## src/rtl/scoreboard_mc_pkg.sv

```systemverilog
// scoreboard_mc_pkg
//   Shared types and defaults for the multi-CDB scoreboard.
//   fu_type_t       : functional-unit class requested by decode.
//   SB_FU_TYPE_MAP  : default static class of each FU index.
//   fu_id_width()   : width of an FU index, at least one bit.
package scoreboard_mc_pkg;

   typedef enum logic [2:0] {
      FU_ALU    = 3'd0,
      FU_MUL    = 3'd1,
      FU_DIV    = 3'd2,
      FU_LOAD   = 3'd3,
      FU_BRANCH = 3'd4
   } fu_type_t;

   localparam int unsigned SB_NUM_FU  = 8;
   localparam int unsigned SB_NUM_REG = 32;
   localparam int unsigned REG_IDX_W  = 5;

   localparam fu_type_t SB_FU_TYPE_MAP [SB_NUM_FU] =
      '{FU_ALU, FU_ALU, FU_ALU, FU_MUL, FU_DIV, FU_LOAD, FU_LOAD, FU_BRANCH};

   function automatic int unsigned fu_id_width(input int unsigned n);
      return (n > 1) ? $clog2(n) : 1;
   endfunction

endpackage

```

## src/rtl/sb_rr_multi_grant.sv

```systemverilog
// sb_rr_multi_grant
//   Round-robin arbiter issuing up to NUM_GNT grants per cycle out of
//   NUM_REQ requests. The search starts at the internal pointer and wraps;
//   the pointer moves to one past the last granted index.
//   clk, rst : clock, synchronous active-high reset (pointer -> 0)
//   req_i    : request vector
//   gnt_o    : grant vector, at most NUM_GNT bits set
module sb_rr_multi_grant #(
   parameter  int unsigned NUM_REQ = 8,
   parameter  int unsigned NUM_GNT = 2,
   localparam int unsigned PTR_W   = (NUM_REQ > 1) ? $clog2(NUM_REQ) : 1
) (
   input  logic               clk,
   input  logic               rst,
   input  logic [NUM_REQ-1:0] req_i,
   output logic [NUM_REQ-1:0] gnt_o
);

   logic [PTR_W-1:0] ptr_q, ptr_d;

   always_comb begin
      int unsigned      n;
      int unsigned      pos;
      logic [PTR_W-1:0] idx;
      gnt_o = '0;
      ptr_d = ptr_q;
      n     = 0;
      pos   = 0;
      idx   = '0;
      for (int unsigned k = 0; k < NUM_REQ; k++) begin
         pos = 32'(ptr_q) + k;
         if (pos >= NUM_REQ) pos = pos - NUM_REQ;
         idx = PTR_W'(pos);
         if (req_i[idx] && (n < NUM_GNT)) begin
            gnt_o[idx] = 1'b1;
            n          = n + 1;
            ptr_d      = (pos + 1 == NUM_REQ) ? '0 : PTR_W'(pos + 1);
         end
      end
   end

   always_ff @(posedge clk) begin
      if (rst) ptr_q <= '0;
      else     ptr_q <= ptr_d;
   end

endmodule

```

## src/rtl/scoreboard_mc.sv

```systemverilog
// scoreboard_mc
//   Control-only Thornton scoreboard for NUM_FU units with operand-read
//   acknowledge and WAR-checked write permission for NUM_CDB writers/cycle.
//   clk, rst, flush : clock, synchronous active-high reset / flush
//   iss_*           : decoded instruction in; iss_ready = dequeue,
//                     iss_fu_onehot = receiving unit
//   fu_done_exec    : unit holds a finished result (level)
//   fu_rd_ack       : unit consumed its operands this cycle
//   fu_opnd_ready   : unit may read the register file
//   fu_wr_grant     : unit may write its result this cycle
//   reg_pending     : register awaiting a producer
//   busy_count      : number of busy units
module scoreboard_mc
   import scoreboard_mc_pkg::*;
#(
   parameter  int unsigned NUM_FU                   = SB_NUM_FU,
   parameter  int unsigned NUM_CDB                  = 2,
   parameter  int unsigned NUM_REG                  = SB_NUM_REG,
   parameter  fu_type_t    FU_TYPE_MAP [NUM_FU]     = SB_FU_TYPE_MAP,
   localparam int unsigned FU_ID_W                  = fu_id_width(NUM_FU),
   localparam int unsigned CNT_W                    = $clog2(NUM_FU + 1)
) (
   input  logic                 clk,
   input  logic                 rst,
   input  logic                 flush,
   input  logic                 iss_valid,
   input  fu_type_t             iss_type,
   input  logic [REG_IDX_W-1:0] iss_rd,
   input  logic [REG_IDX_W-1:0] iss_rs1,
   input  logic [REG_IDX_W-1:0] iss_rs2,
   output logic                 iss_ready,
   output logic [NUM_FU-1:0]    iss_fu_onehot,
   input  logic [NUM_FU-1:0]    fu_done_exec,
   input  logic [NUM_FU-1:0]    fu_rd_ack,
   output logic [NUM_FU-1:0]    fu_opnd_ready,
   output logic [NUM_FU-1:0]    fu_wr_grant,
   output logic [NUM_REG-1:0]   reg_pending,
   output logic [CNT_W-1:0]     busy_count
);

   typedef logic [FU_ID_W-1:0] fu_id_t;

   typedef struct packed {
      logic                 busy;
      logic [REG_IDX_W-1:0] fi;
      logic [REG_IDX_W-1:0] fj;
      logic [REG_IDX_W-1:0] fk;
      fu_id_t               qj;
      fu_id_t               qk;
      logic                 rj;
      logic                 rk;
      logic                 read_done;
   } sb_fu_entry_t;

   sb_fu_entry_t       ent_q [NUM_FU];
   sb_fu_entry_t       ent_d [NUM_FU];
   logic [NUM_REG-1:0] pend_q, pend_d;
   fu_id_t             owner_q [NUM_REG];
   fu_id_t             owner_d [NUM_REG];

   logic [NUM_FU-1:0]  cand, grant;
   logic               sel_found, iss_fire, src1_rdy, src2_rdy;
   fu_id_t             sel_idx;
   logic               srst;

   assign srst = rst | flush;

   // Write candidates: result held, operands read, no reader still needs Fi.
   always_comb begin
      logic war;
      cand = '0;
      war  = 1'b0;
      for (int unsigned i = 0; i < NUM_FU; i++) begin
         war = 1'b0;
         for (int unsigned j = 0; j < NUM_FU; j++) begin
            if (j != i && ent_q[j].busy && ent_q[i].fi != '0 &&
                ((ent_q[j].fj == ent_q[i].fi && ent_q[j].rj) ||
                 (ent_q[j].fk == ent_q[i].fi && ent_q[j].rk)))
               war = 1'b1;
         end
         cand[i] = ent_q[i].busy & ent_q[i].read_done & fu_done_exec[i] & ~war;
      end
   end

   sb_rr_multi_grant #(
      .NUM_REQ (NUM_FU),
      .NUM_GNT (NUM_CDB)
   ) u_rr (
      .clk   (clk),
      .rst   (srst),
      .req_i (cand),
      .gnt_o (grant)
   );

   assign fu_wr_grant = grant;
   assign reg_pending = pend_q;

   always_comb begin
      for (int unsigned i = 0; i < NUM_FU; i++)
         fu_opnd_ready[i] = ent_q[i].busy & ent_q[i].rj & ent_q[i].rk & ~ent_q[i].read_done;
   end

   always_comb begin
      busy_count = '0;
      for (int unsigned i = 0; i < NUM_FU; i++)
         busy_count = busy_count + CNT_W'(ent_q[i].busy);
   end

   // Issue: lowest free unit of the requested class; WAW stalls on registered pending.
   always_comb begin
      sel_found = 1'b0;
      sel_idx   = '0;
      for (int unsigned i = 0; i < NUM_FU; i++) begin
         if (!sel_found && !ent_q[i].busy && FU_TYPE_MAP[i] == iss_type) begin
            sel_found = 1'b1;
            sel_idx   = fu_id_t'(i);
         end
      end
      iss_fire  = iss_valid & sel_found & ((iss_rd == '0) | ~pend_q[iss_rd]) & ~srst;
      iss_ready = iss_fire;
      for (int unsigned i = 0; i < NUM_FU; i++)
         iss_fu_onehot[i] = iss_fire & (sel_idx == fu_id_t'(i));
      // A producer granted this cycle counts as already released.
      src1_rdy = (iss_rs1 == '0) | ~pend_q[iss_rs1] | grant[owner_q[iss_rs1]];
      src2_rdy = (iss_rs2 == '0) | ~pend_q[iss_rs2] | grant[owner_q[iss_rs2]];
   end

   always_comb begin
      ent_d   = ent_q;
      pend_d  = pend_q;
      owner_d = owner_q;
      for (int unsigned i = 0; i < NUM_FU; i++) begin
         if (grant[i]) begin
            ent_d[i].busy = 1'b0;
            if (ent_q[i].fi != '0 && owner_q[ent_q[i].fi] == fu_id_t'(i))
               pend_d[ent_q[i].fi] = 1'b0;
         end
      end
      // Wake-up is limited to waiting sources of unread units: Q fields are
      // stale once R is set, and R must stay clear after the read.
      for (int unsigned j = 0; j < NUM_FU; j++) begin
         for (int unsigned i = 0; i < NUM_FU; i++) begin
            if (grant[i] && ent_q[j].busy && !ent_q[j].read_done) begin
               if (!ent_q[j].rj && ent_q[j].qj == fu_id_t'(i)) ent_d[j].rj = 1'b1;
               if (!ent_q[j].rk && ent_q[j].qk == fu_id_t'(i)) ent_d[j].rk = 1'b1;
            end
         end
      end
      for (int unsigned i = 0; i < NUM_FU; i++) begin
         if (fu_rd_ack[i] && fu_opnd_ready[i]) begin
            ent_d[i].read_done = 1'b1;
            ent_d[i].rj        = 1'b0;
            ent_d[i].rk        = 1'b0;
         end
      end
      if (iss_fire) begin
         ent_d[sel_idx] = '{busy: 1'b1, fi: iss_rd, fj: iss_rs1, fk: iss_rs2,
                            qj: owner_q[iss_rs1], qk: owner_q[iss_rs2],
                            rj: src1_rdy, rk: src2_rdy, read_done: 1'b0};
         if (iss_rd != '0) begin
            pend_d[iss_rd]  = 1'b1;
            owner_d[iss_rd] = sel_idx;
         end
      end
   end

   always_ff @(posedge clk) begin
      if (srst) begin
         ent_q   <= '{default: '0};
         pend_q  <= '0;
         owner_q <= '{default: '0};
      end else begin
         ent_q   <= ent_d;
         pend_q  <= pend_d;
         owner_q <= owner_d;
      end
   end

   a_rd_ack_ready : assert property (@(posedge clk) disable iff (srst)
      ((fu_rd_ack & ~fu_opnd_ready) == '0));

endmodule

```

## config.mk

```make
export PLATFORM = sky130hd
export DESIGN_NAME = scoreboard_mc
export DESIGN_NICKNAME = d
export VERILOG_FILES = /design/src/rtl/scoreboard_mc_pkg.sv /design/src/rtl/sb_rr_multi_grant.sv /design/src/rtl/scoreboard_mc.sv
export SDC_FILE = /design/constraint.sdc
export NUM_CORES = 2
export LEC_CHECK = 0
export CORE_ASPECT_RATIO = 0.6
export CORE_UTILIZATION = 35
export CTS_CLUSTER_DIAMETER = 30
export CTS_CLUSTER_SIZE = 10
export DETAILED_ROUTE_END_ITERATION = 8
export PLACE_DENSITY_LB_ADDON = 0.25
export SYNTH_ARGS = -nofsm -noshare
export SYNTH_HDL_FRONTEND = slang
export SYNTH_HIERARCHICAL = 1
export SYNTH_SLANG_ARGS = --single-unit
```

## constraint.sdc

```tcl
create_clock -name clk -period 13.1 [get_ports clk]
set_input_delay 3.275 -clock clk [delete_from_list [all_inputs] [get_ports clk]]
set_output_delay 3.275 -clock clk [all_outputs]
set_load 0.01 [all_outputs]
```

==> results.yml <==
clock_network:
  post_cts_buffers: 0
  cts_buffers: 81
  root_buffer: "clkbuf_16"
  cts.sinks: 331
  clock_latency_ns: 0.73
  cts_buffer_depth: 3
  cts.reportedPaths.clkPinSlew_ns: 0.06
  cts.htree.levels: 3
  cts_tree: "done"
critical_path:
  crit_required_ns: 9.82
  critPathArrivalTime_ns: 9.55
  endpoint_kind: "output pin"
  reg2reg_slack_ns: 2.11
  worstSetupPathType: "input port to output pin"
  start_kind: "input port"
  crit_path_max_fanout: 8
  rr_worst_depth: 38
timing:
  hold_viol: 0
  timing.final.crit_share_pct: 97.9
  tightest_slew_ns: 1.44
  hold_ws_ns: 0.462
  fmaxAchievable_ghz: 0.0780
  setup_viol: 0
  drv_slew: 0
  slew_headroom_pct: 3.80
  period_needed_ns: 12.82
  tns_ns: 0
  finClkSkew_ns: 0.0662
yosys:
  postSynthCellCount: 4218
  ys_seq_area_share_pct: 19.6
  synthDistinctLibCells: 106
  ys_top_cells_by_area: "dfxtp_1 (20%), xor2_1 (12%), mux4_2 (9.5%)"
  yosysWarnings: 6
  synthAdderAreaFrac_pct: 2.53
  synth_compound_area_share_pct: 14.5
  synth_seq_cells: 331
  yosysTopAreaCell: "dfxtp_1"
  synth_top_family_by_area: "simple AND/OR/NAND/NOR gates"
  synth_mux_area_share_pct: 18.1
  synth_ff_type: "dfxtp_1"
  synth-xor-area-share_pct: 14.8
  synth_common_cells: "xor2_1 (454), nand2_1 (399), dfxtp_1 (331), clkbuf_1 (279), nor2_1 (252)"
  yosys.area_share.simple_pct: 22.9
  syn_avg_cell_area_um2: 8.02
  async_reset_ff_share_pct: 0
  synth-edff-count: 0
  synth_top_area_share_pct: 19.6
  netlist_area_um2: 33800
  yosysMostFrequentCell: "xor2_1"
min_path:
  hold_class: "flop to flop"
  hold_depth: 2
cells_and_area:
  fillCellCount: 9583
  layout.nets: 4185
  areaGrowthSynthToFinish_pct: 14.9
  layout-drive-gt1-share_pct: 15.0
  fin_cells: 5448
placement:
  port_buffers: 98
  placedCellCount: 5288
  dpl.hpwl_um: 153000
  gp_congestion: 1.08
global_routing:
  grt_pass1_vias: 33247
  grt_antenna_before_repair: 13
  grt_pass1_wl_um: 282000
  grt_max_degree: 79
  grt_usage_pct: 41.2
  overflow: 0
die:
  die_h_um: 243
  die_x_um: 403
  rows: 87
  io_pins: 99
  core_region_area_um2: 94800
  die_area_um2: 97900
  initial_core_util_pct: 35.7
drt:
  dr.first_iter.drc_count: 6553
  drc: 0
  avgRoutedWirePerCell_um: 38.2
  finalWirelength_um: 208000
  num_vias: 36846
  vias_per_cell: 6.76
  first_pass_iters: 6
  ant_nets: 0
power:
  p_total_mw: 3.48
  power.density_nw_per_um2: 89.5
  ir_drop_mv: 0.105
  p_leak_nw: 15.2
status:
  outcome: "completed"
job:
  max_cap_viol_count: 0
==> final cells by class <==
cell class                      instances  area, um2  share of cell area [%]
Antenna cell                            9       22.5                  0.0580
Clock buffer                           97       2190                    5.63
Clock inverter                         54        850                    2.19
Inverter                               84        333                   0.856
Multi-Input combinational cell       3319      25000                    64.3
Sequential cell                       331       6680                    17.2
Tap cell                             1290       1610                    4.15
Timing Repair Buffer                  264       2190                    5.63
==> sequential cells by signal, indices dropped and copies added (netlist names) <==
signal,flops
reg_pending,32
u_rr/ptr_q,3
owner_q,96
ent_q,200
==> path summary, 6_finish.rpt <==
kind / from / end
worst max-delay path: fu_done_exec[4] / fu_wr_grant[5]
worst min-delay path: ent_q[156]$_SDFFE_PP0P_ / ent_q[156]$_SDFFE_PP0P_
worst max register to register: ent_q[173]$_SDFFE_PP0P_ / reg_pending[27]$_SDFF_PP0_
worst min register to register: ent_q[156]$_SDFFE_PP0P_ / ent_q[156]$_SDFFE_PP0P_
==> timing repair <==
action                                 in CTS  in global routing
endpoints found under the hold margin       0                  0
hold buffers                                0                  0
gates resized for setup                     0                  8
setup endpoints to repair                   0                  8
==> per-layer routing <==
layer	up-vias	wire, um	GRT usage [%]
li1	15017	-	-
met1	18196	89600	59.2
met2	3188	70400	47.7
met3	433	41200	26.0
met4	12	6340	11.2
met5	-	756	6.87
==> critical path, cell delays in order <==
cell and delay, ns:
clkdlybuf4s50_1 0.40, nand3_1 0.25, a21oi_2 0.11, mux2_1 0.35, mux4_2 0.57, ha_1 0.29, nor2_2 0.15, xor2_1 0.21
ha_1 0.26, o2111ai_1 0.10, o211a_4 0.27, clkinv_8 0.05, buf_4 0.17, nor3_4 0.14, xor2_1 0.26, ha_1 0.30
a32oi_1 0.18, o21ai_0 0.11, ha_1 0.30, o21ai_0 0.20, nand3_1 0.15, nor3_4 0.25, mux2_2 0.24, mux2i_1 0.11
mux2i_2 0.24, clkdlybuf4s50_1 0.59
==> cells in the final DEF, fill, tap and decap left out, types with 26 or more instances in the layout <==
cell type        Yosys  final
nand3_1            251    249
o21ai_0            143    143
clkdlybuf4s50_1      0     90
nor2b_1             26     26
nor3b_1             38     35
xor2_1             454    454
nor3_1              70     69
mux2_2              42     42
nor2_1             252    249
nand2b_1            37     37
mux2i_1            234    229
nand4_1             26     26
a21oi_1            162    158
nor4_1             173    172
and3_1              31     31
o22ai_1             53     53
nand2_1            399    398
a211oi_1            36     36
xnor2_1            115    115
a31oi_1             33     31
conb_1               2     44
buf_4               21    166
dfxtp_1            331    301
mux4_2             142    142
inv_1               71     71
nand3b_1            32     32
ha_1                62     62
o221ai_1            44     44
clkbuf_16            0     81
==> power breakdown <==
group          internal [mW]  switching, mW  leakage [nW]  total, mW
Combinational         0.0532          0.141          11.1      0.194
Sequential              1.01         0.0120          2.68       1.02
Clock                   1.47          0.790          1.45       2.26
Total                   2.54          0.943          15.2       3.48
==> cell families (layout without fill, tap and decap cells) <==
logic type               Yosys count  after routing
other                              2             53
multiplexers                     425            425
flip-flops                       331            331
buffers and inverters            610            499
AND/OR/NAND/NOR                 1492           1492
adder cells (fa/ha/maj)           66             66
AO/OA/AOI/OAI                    722            722
XOR/XNOR                         570            570
==> metrics by stage <==
step                      util [%]  instance area [um2]  worst slack [ns]
final                         41.0                38900             0.276
after global routing          41.0                38800          -0.00906
after CTS                     40.9                38800             0.210
after detailed placement      37.7                35800             0.255
after global placement        37.7                35800             0.231
after floorplan                  -                34000              1.61
Note: power is estimated with default switching activity, not from simulation.
